--- src/rtl/ps2_rx.sv ---
`default_nettype none
// +----------------------------------------------------------------------+
// | ps2_rx : PS/2 device-to-host receiver with show-ahead byte FIFO      |
// | Rev 1.0                                                              |
// +----------------------------------------------------------------------+
module ps2_rx #(
  parameter int TIMEOUT_CYCLES = 200000,
  parameter int FIFO_DEPTH     = 4
) (
  input  logic       clk,
  input  logic       rst,
  input  logic       ps2_clk,
  input  logic       ps2_data,
  output logic [7:0] data,
  output logic       valid,
  input  logic       ready,
  output logic       err_parity,
  output logic       err_frame,
  output logic       overflow
);

  localparam int AW = (FIFO_DEPTH > 2) ? $clog2(FIFO_DEPTH) : 1;
  localparam int CW = $clog2(FIFO_DEPTH + 1);
  localparam int TW = $clog2(TIMEOUT_CYCLES + 1);

  localparam logic [0:0] S_IDLE = 1'b0;
  localparam logic [0:0] S_RECV = 1'b1;

  logic       clk_s1, clk_s2, clk_s3, dat_s1, dat_s2;
  logic       fall;
  logic [0:0] state, state_nxt;
  logic [3:0] bit_cnt;
  logic [7:0] shreg;
  logic       par_bit;
  logic [TW-1:0] timer;
  logic       timeout;
  logic       stop_edge, push_req, perr_nxt, ferr_nxt;

  logic [7:0]    mem [FIFO_DEPTH];
  logic [AW-1:0] wr_ptr, rd_ptr;
  logic [CW-1:0] count;
  logic          full, pop, wr_en;

  // clk_s3 holds the previous synced clock for falling-edge detection
  always_ff @(posedge clk) begin
    if (rst) begin
      clk_s1 <= 1'b1; clk_s2 <= 1'b1; clk_s3 <= 1'b1;
      dat_s1 <= 1'b1; dat_s2 <= 1'b1;
    end else begin
      clk_s1 <= ps2_clk;  clk_s2 <= clk_s1; clk_s3 <= clk_s2;
      dat_s1 <= ps2_data; dat_s2 <= dat_s1;
    end
  end

  assign fall    = clk_s3 & ~clk_s2;
  assign timeout = (state == S_RECV) && !fall && (timer == TW'(TIMEOUT_CYCLES - 1));

  always_ff @(posedge clk) begin
    if (rst) state <= S_IDLE;
    else     state <= state_nxt;
  end

  always_comb begin
    state_nxt = state;
    case (state)
      S_IDLE: if (fall && !dat_s2) state_nxt = S_RECV;
      S_RECV: if (timeout || (fall && bit_cnt == 4'd9)) state_nxt = S_IDLE;
      default: state_nxt = S_IDLE;
    endcase
  end

  always_comb begin
    stop_edge = (state == S_RECV) && fall && (bit_cnt == 4'd9);
    push_req  = stop_edge && dat_s2 && (^{shreg, par_bit});
    perr_nxt  = stop_edge && dat_s2 && !(^{shreg, par_bit});
    ferr_nxt  = (stop_edge && !dat_s2) || timeout;
  end

  always_ff @(posedge clk) begin
    if (rst) begin
      bit_cnt <= 4'd0;
      timer   <= '0;
      shreg   <= 8'h00;
      par_bit <= 1'b0;
    end else if (state == S_IDLE) begin
      bit_cnt <= 4'd0;
      timer   <= '0;
    end else if (fall) begin
      timer   <= '0;
      bit_cnt <= bit_cnt + 4'd1;
      if (bit_cnt < 4'd8)  shreg   <= {dat_s2, shreg[7:1]};
      if (bit_cnt == 4'd8) par_bit <= dat_s2;
    end else begin
      timer <= timer + TW'(1);
    end
  end

  assign full  = (count == CW'(FIFO_DEPTH));
  assign valid = (count != '0);
  assign pop   = valid & ready;
  // When full, a simultaneous pop frees the head slot that wr_ptr aliases
  assign wr_en = push_req & (!full | pop);
  assign data  = valid ? mem[rd_ptr] : 8'h00;

  always_ff @(posedge clk) begin
    if (wr_en) mem[wr_ptr] <= shreg;
  end

  always_ff @(posedge clk) begin
    if (rst) begin
      wr_ptr     <= '0;
      rd_ptr     <= '0;
      count      <= '0;
      err_parity <= 1'b0;
      err_frame  <= 1'b0;
      overflow   <= 1'b0;
    end else begin
      if (wr_en) wr_ptr <= wr_ptr + AW'(1);
      if (pop)   rd_ptr <= rd_ptr + AW'(1);
      case ({wr_en, pop})
        2'b10:   count <= count + CW'(1);
        2'b01:   count <= count - CW'(1);
        default: count <= count;
      endcase
      err_parity <= perr_nxt;
      err_frame  <= ferr_nxt;
      overflow   <= push_req & full & !pop;
    end
  end

endmodule
`default_nettype wire

--- config.mk ---
export PLATFORM = sky130hd
export DESIGN_NAME = ps2_rx
export DESIGN_NICKNAME = d
export VERILOG_FILES = /design/src/rtl/ps2_rx.sv
export SDC_FILE = /design/constraint.sdc
export NUM_CORES = 1
export LEC_CHECK = 0
export BUFFER_PORTS_ARGS = -buffer_cell sky130_fd_sc_hd__clkbuf_2
export CAP_MARGIN = 20
export CORE_MARGIN = 3
export CORE_UTILIZATION = 60
export CTS_CLUSTER_SIZE = 28
export DETAILED_ROUTE_END_ITERATION = 10
export GPL_TIMING_DRIVEN = 0
export PLACE_DENSITY = 0.82
export SYNTH_ARGS = -nofsm -noshare
export SYNTH_HDL_FRONTEND = slang
export SYNTH_SLANG_ARGS = --single-unit
--- constraint.sdc ---
create_clock -name clk -period 3.3 [get_ports clk]
set_clock_uncertainty 0.05 [all_clocks]
set_input_delay 0.495 -clock clk [delete_from_list [all_inputs] [get_ports clk]]
set_output_delay 0.495 -clock clk [all_outputs]
set_load 0.01 [all_outputs]
# Word level (Yosys, flattened, before mapping)
# Memories as Yosys holds them, arrays and structs flattened. A register that Yosys moved wholly into a read port is not among the register bits.
# Index checks and enable logic that the tools add are counted.
op_classes:
  mux: 9
  n_reduce_logical: 24
  eq_ne: 6
  add_sub_neg: 6
  n_bitwise: 8
  magnitude_cmp: 1
ops:
  columns: ["op", "n"]
  rows:
  - ["adder 18 x 1 -> 18 bit (second input constant)", 1]
  - ["equality test 18 bit (second input constant)", 1]
  - ["logical AND 1 bit", 10]
  - ["XOR reduction 9 bit", 1]
  - ["equality test 4 bit (second input constant)", 2]
  - ["2-to-1 mux 8 bit", 1]
  - ["case mux 3 bit (2 select lines)", 1]
  - ["AND reduction 3 bit", 2]
  - ["AND 1 bit", 5]
  - ["zero test 1 bit", 5]
  - ["adder 2 x 1 -> 2 bit (second input constant)", 2]
  - ["adder 4 x 1 -> 4 bit (second input constant)", 1]
  - ["less-than comparator 4 bit (second input constant)", 1]
  - ["2-to-1 mux 1 bit", 4]
  - ["2-to-1 mux 2 bit", 2]
  - ["adder 3 x 1 -> 3 bit (second input constant)", 1]
  - ["equality test 3 bit (second input constant)", 1]
  - ["nonzero test 3 bit", 1]
  - ["OR reduction 3 bit", 1]
  - ["subtractor 3 x 1 -> 3 bit (second input constant)", 1]
  - ["equality test 2 x 1 -> 1 bit (second input constant)", 1]
  - ["equality test 2 bit (second input constant)", 1]
  - ["logical OR 1 bit", 2]
  - ["inverter 1 bit", 2]
  - ["4 further kinds", 4]
totals:
  elab_cells: 71
  inputBits: 5
  mem_count: 1
  mem_bits_rw: 32
  register_bits: 47
memory_table:
  columns: ["name", "depth", "word_bits", "read_ports", "rd_clocked_by_memory_dff", "write_ports", "line", "text"]
  rows:
  - ["mem", 4, 8, 1, 1, 1, "39", "logic [7:0] mem [FIFO_DEPTH];"]

# Depth between registers and ports, before layout
depth:
  ltp_word: 9
  mapped_depth: 11
  mapped_depth_nobuf: 11

# Worst setup path after synthesis
# No wires, ideal clock.
synth_timing:
  path_type: "register to register"
  start: "register shreg[5]"
  end: "register count[2]"
  setup_time_ns: 0.121
  path_stages_with_launch: 10
  t_arrival_ns: 2.357
  synth_period_minus_slack_ns: 2.528
  path_slack_ns: 0.772
  cell_sequence: "dfxtp_1 xor3_2 or4_1 mux2i_4 nor2_1 inv_1 fa_1 nor2_1 a22oi_2 mux2_4"
synth_between:
  elab_chain_len: 5
  elab_cells_between_ends: 7
  classes_between: "eq/ne (2); mux (1); bitwise (1); reduce/logical (3)"
synth_lines:
  columns: ["element", "line", "text"]
  rows:
  - ["start, declared", "33", "logic [7:0] shreg;"]
  - ["start signal, assigned", "91", "if (bit_cnt < 4'd8) shreg <= {dat_s2, shreg[7:1]};"]
  - ["XOR reduction 9 bit *", "74", "push_req = stop_edge && dat_s2 && (^{shreg, par_bit});"]
  - ["logical AND 1 bit *", "74", null]
  - ["AND 1 bit *", "102", "assign wr_en = push_req & (!full | pop);"]
  - ["equality test 2 x 1 -> 1 bit / equality test 2 bit (equally long branches)", "120", "case ({wr_en, pop})"]
  - ["case mux 3 bit (2 select lines) / nonzero test 2 bit (equally long branches)", null, null]
  - ["end signal, assigned", "121", "2'b10: count <= count + CW'(1);"]
  - ["end signal, assigned", "122", "2'b01: count <= count - CW'(1);"]
  - ["end signal, assigned", "123", "default: count <= count;"]
  - ["end, declared", "41", "logic [CW-1:0] count;"]
# Mark *: on every way between the ends. The rest lies on a longest branch, timed or not.
# A chain may end at the register's enable or synchronous reset.

# Worst setup path after layout
# Ends and elaborated chain as after synthesis.

==> run_results.csv <==
group,metric,value,unit
worst_setup_path,cp-end-kind,"flip-flop",
detailed_routing,wire_per_inst,14.75,um
worst_setup_path,crit_path_start_kind,"flip-flop",
detailed_routing,drt.antenna.violating_nets,0,
synth,post_synth_num_cell_types,41,
clock_network,post_cts_setup_driven_buffer_insertion_count,0,
synth,synthesized_instance_count,280,
die,pin_count,17,
clock_network,tritoncts,"yes",
worst_setup_path,regToRegEndpoint,"count[2]",
worst_setup_path,cell_count_of_the_worst_reg_to_reg_path,9,
cells_and_area,nNetsFinal,321,
worst_setup_path,worst-path-max-fanout,8,
global_route,antenna_found_initial,0,
clock_network,cts-buffers-inserted,9,
worst_hold_path,hold_class,"in2reg",
clock_network,postCtsHoldBufs,0,
cells_and_area,share_of_layout_cells_above_drive_strength_1,16.35,%
sta,final_hold_viol_count,0,
worst_setup_path,reg2reg_setup_slack,0.55,ns
global_route,maximum_number_of_pins_on_one_net_before_global_route_repair,14,
power,vdd_ir_drop_max,0.0003258,V
sta,period_utilisation_layout,83.41,%
clock_network,cts_repair_resize_count,0,
cells_and_area,postLayoutCellArea,0.003772,mm2
clock_network,clock_tree.root_cell,"sky130_fd_sc_hd__clkbuf_8",
synth,syn_avg_cell_area,12.04,um2
detailed_routing,first_pass_iteration_count_of_the_detailed_router,4,
worst_setup_path,worst_ep_required_time,3.49,ns
cells_and_area,fillCellCount,389,
detailed_routing,drt_wl_total,5.633,mm
detailed_routing,drc,0,
place,gp_congestion,0.7937,
sta,max_slew.worst_pin.slew,0.9513,ns
die,row_count,26,
worst_setup_path,timing_worst_setup_path_type,"reg2reg",
detailed_routing,first_iter_violations,123,
synth,synth.yosys.seq_area_share,57.59,%
detailed_routing,route.detailed.vias_per_inst,5.335,
worst_setup_path,critPathLaunch,"shreg[5]",
synth,yosys_warnings,0,
worst_setup_path,crit_path_end,"count[2]",
sta,unrepaired_setup_endpoints_after_global_routing,"false",
die,initial_utilization,63.98,%
die,core-area,0.005270,mm2
worst_setup_path,crit_arrival,2.94,ns
detailed_routing,num_vias,2038,
sta,layout_min_cycle_time,2.752,ns
sta,max-slew-margin-rel,36.35,%
place,numPortBuffers,16,
die,chipWidth,80.97,um
clock_network,clk-insertion-delay-late,0.34,ns
clock_network,clk_pin_slew,0.08,ns
cells_and_area,diodes,0,
synth,synth.cell_area,0.003372,mm2
global_route,grt_overflow,0,
power,p_leak,1.334,nW
run,drv.max_cap_violation_count,0,
synth,synth.ff_latch_count,81,
place,detailed_placement_hpwl,3.835,mm
global_route,grt_pass1_wl,9.432,mm
run_status,status,"finished, final reports clean",
die,die-height,80.97,um
sta,setup_viol,0,
place,place_inst,366,
clock_network,clkSinkCount,81,
sta,tns,0,ns
clock_network,cts_htree_levels,3,
die,dieArea,0.006555,mm2
global_route,grt_pass1_vias,2020,
global_route,grt_use_total,19.60,%
synth,mappedNetlistNets,294,
cells_and_area,area_delta_synth_final,11.87,%
place,postPlaceCellArea,0.003540,mm2
cells_and_area,final_cells,382,
sta,count_of_pins_over_their_slew_limit,0,
power,power_density,605.5,mW/mm2
sta,clock.fmax,363.3,MHz
worst_setup_path,r2r_start,"shreg[5]",
clock_network,clock_tree.buffer_depth,2,
## synthesized netlist by cell type
library cell | number | area, um2
sky130_fd_sc_hd__a21oi_1 | 5 | 25.02
sky130_fd_sc_hd__a22oi_2 | 1 | 12.51
sky130_fd_sc_hd__and2_1 | 9 | 56.30
sky130_fd_sc_hd__and2_4 | 1 | 8.760
sky130_fd_sc_hd__and3_1 | 7 | 43.79
sky130_fd_sc_hd__and4_1 | 1 | 8.760
sky130_fd_sc_hd__buf_1 | 1 | 3.750
sky130_fd_sc_hd__clkbuf_1 | 8 | 30.03
sky130_fd_sc_hd__dfxtp_1 | 49 | 980.9
sky130_fd_sc_hd__edfxtp_1 | 32 | 960.9
sky130_fd_sc_hd__fa_1 | 1 | 20.02
sky130_fd_sc_hd__ha_1 | 8 | 100.1
sky130_fd_sc_hd__inv_1 | 10 | 37.54
sky130_fd_sc_hd__mux2_4 | 1 | 15.01
sky130_fd_sc_hd__mux2i_1 | 11 | 110.1
sky130_fd_sc_hd__mux2i_4 | 1 | 22.52
sky130_fd_sc_hd__mux4_2 | 8 | 180.2
sky130_fd_sc_hd__nand2_1 | 15 | 56.30
sky130_fd_sc_hd__nand2b_1 | 1 | 6.260
sky130_fd_sc_hd__nand3_1 | 7 | 35.03
sky130_fd_sc_hd__nand4_1 | 3 | 18.77
sky130_fd_sc_hd__nand4b_1 | 2 | 17.52
sky130_fd_sc_hd__nand4bb_1 | 1 | 11.26
sky130_fd_sc_hd__nor2_1 | 45 | 168.9
sky130_fd_sc_hd__nor2b_1 | 3 | 18.77
sky130_fd_sc_hd__nor3_1 | 3 | 15.01
sky130_fd_sc_hd__nor3b_2 | 1 | 12.51
sky130_fd_sc_hd__nor4_1 | 2 | 12.51
sky130_fd_sc_hd__nor4bb_1 | 1 | 10.01
sky130_fd_sc_hd__o21ai_0 | 2 | 10.01
sky130_fd_sc_hd__o31ai_1 | 1 | 7.510
sky130_fd_sc_hd__or2_1 | 1 | 6.260
sky130_fd_sc_hd__or2_2 | 5 | 31.28
sky130_fd_sc_hd__or3_1 | 3 | 18.77
sky130_fd_sc_hd__or4_1 | 1 | 7.510
sky130_fd_sc_hd__or4b_2 | 1 | 10.01
sky130_fd_sc_hd__or4b_4 | 1 | 13.76
sky130_fd_sc_hd__xnor2_1 | 10 | 87.58
sky130_fd_sc_hd__xnor3_2 | 1 | 23.77
sky130_fd_sc_hd__xor2_1 | 15 | 131.4
sky130_fd_sc_hd__xor3_2 | 1 | 25.02
## through the flow
stage / power (mW) / setup WS [ns] / util, % / hold slack (ns)
finish: 2.284 / 0.5476 / 71.58 / 0.2783
global route: 2.391 / 0.4061 / 71.58 / 0.2592
CTS: 2.313 / 0.5447 / 71.58 / 0.2618
detailed placement: 1.485 / 0.5627 / 67.17 / 0.3460
global placement: 1.468 / 0.6087 / 67.17 / 0.3420
floorplan: 1.370 / 0.7715 / - / 0.3395
## flip-flops by register name, summed over array words and instances, names as in the netlist, 2 cells and up, named ones only
| signal | count |
|---|---|
| rd_ptr | 2 |
| bit_cnt | 4 |
| wr_ptr | 2 |
| timer | 18 |
| mem | 32 |
| shreg | 8 |
| count | 3 |
## critical path: stages (launching register included)
cell and delay, ns:
sky130_fd_sc_hd__dfxtp_1 0.43, sky130_fd_sc_hd__xor3_2 0.51, sky130_fd_sc_hd__or4_1 0.46, sky130_fd_sc_hd__mux2i_4 0.27
sky130_fd_sc_hd__nor2_1 0.11, sky130_fd_sc_hd__inv_1 0.08, sky130_fd_sc_hd__fa_1 0.19, sky130_fd_sc_hd__nor2_1 0.07
sky130_fd_sc_hd__a22oi_2 0.16, sky130_fd_sc_hd__mux2_4 0.31
## where the power goes
part | internal, mW | switching, mW
Clock | 0.495 | 0.335
Sequential | 1.06 | 0.0193
Combinational | 0.181 | 0.196
## layout by cell type, fill, tap and decap left out, types with 2 or more instances in the layout
cell                        count
sky130_fd_sc_hd__nor3_1         3
sky130_fd_sc_hd__nand3_1        7
sky130_fd_sc_hd__mux2i_1       11
sky130_fd_sc_hd__nand2_1       15
sky130_fd_sc_hd__and2_1         9
sky130_fd_sc_hd__clkbuf_1       8
sky130_fd_sc_hd__clkbuf_2      16
sky130_fd_sc_hd__a21oi_1        5
sky130_fd_sc_hd__o21ai_0        2
sky130_fd_sc_hd__nor2_1        45
sky130_fd_sc_hd__ha_1           8
sky130_fd_sc_hd__xor2_1        15
sky130_fd_sc_hd__xnor2_1       10
sky130_fd_sc_hd__dfxtp_1       49
sky130_fd_sc_hd__or2_2          5
sky130_fd_sc_hd__clkinv_1       3
sky130_fd_sc_hd__and3_1         7
sky130_fd_sc_hd__nand4b_1       2
sky130_fd_sc_hd__inv_1         10
sky130_fd_sc_hd__mux4_2         8
sky130_fd_sc_hd__or3_1          3
sky130_fd_sc_hd__clkbuf_8       9
sky130_fd_sc_hd__nor2b_1        3
sky130_fd_sc_hd__bufinv_16      3
sky130_fd_sc_hd__edfxtp_1      32
sky130_fd_sc_hd__nor4_1         2
sky130_fd_sc_hd__nand4_1        3
## how the worst min path moves through the flow
stage             start      to  slack (ns)  cells after the start
3_3_place_gp     clk_s1  clk_s2        0.34                      1
2_1_floorplan    clk_s1  clk_s2        0.34                      1
5_1_grt        ps2_data  dat_s1        0.26                      2
6_report        ps2_clk  clk_s1        0.28                      2
3_5_place_dp     clk_s1  clk_s2        0.35                      1
4_1_cts         ps2_clk  clk_s1        0.26                      2
## final cells by class
class                   count  area (um2)  share of cell area (%)
multi-input cells         180        1359                   36.02
clock inverters             7       108.9                   2.886
flip-flops and latches     81        1942                   51.48
clock buffers               9       123.9                   3.284
inverters                  10       37.54                  0.9950
well taps                  70       87.58                   2.322
repair buffers             16       80.08                   2.123
plain buffers               9       33.78                  0.8955
## routing by layer
metal	GRT usage, %	share of wire (%)	vias up
met4	9.122	2.0	0
met5	0	0	-
li1	-	-	1020
met1	24.14	44	965
met2	32.10	50	41
met3	5.322	4.3	12
## kinds of logic after synthesis
family	after synthesis	share of synthesized area [%]
buf+inv	19	2.115
mux	21	9.722
compound gates	9	1.633
xor+xnor	27	7.940
simple gates	114	17.44
flops	81	57.59
fa+ha+maj	9	3.562
Power figures use the tool's default switching activity.
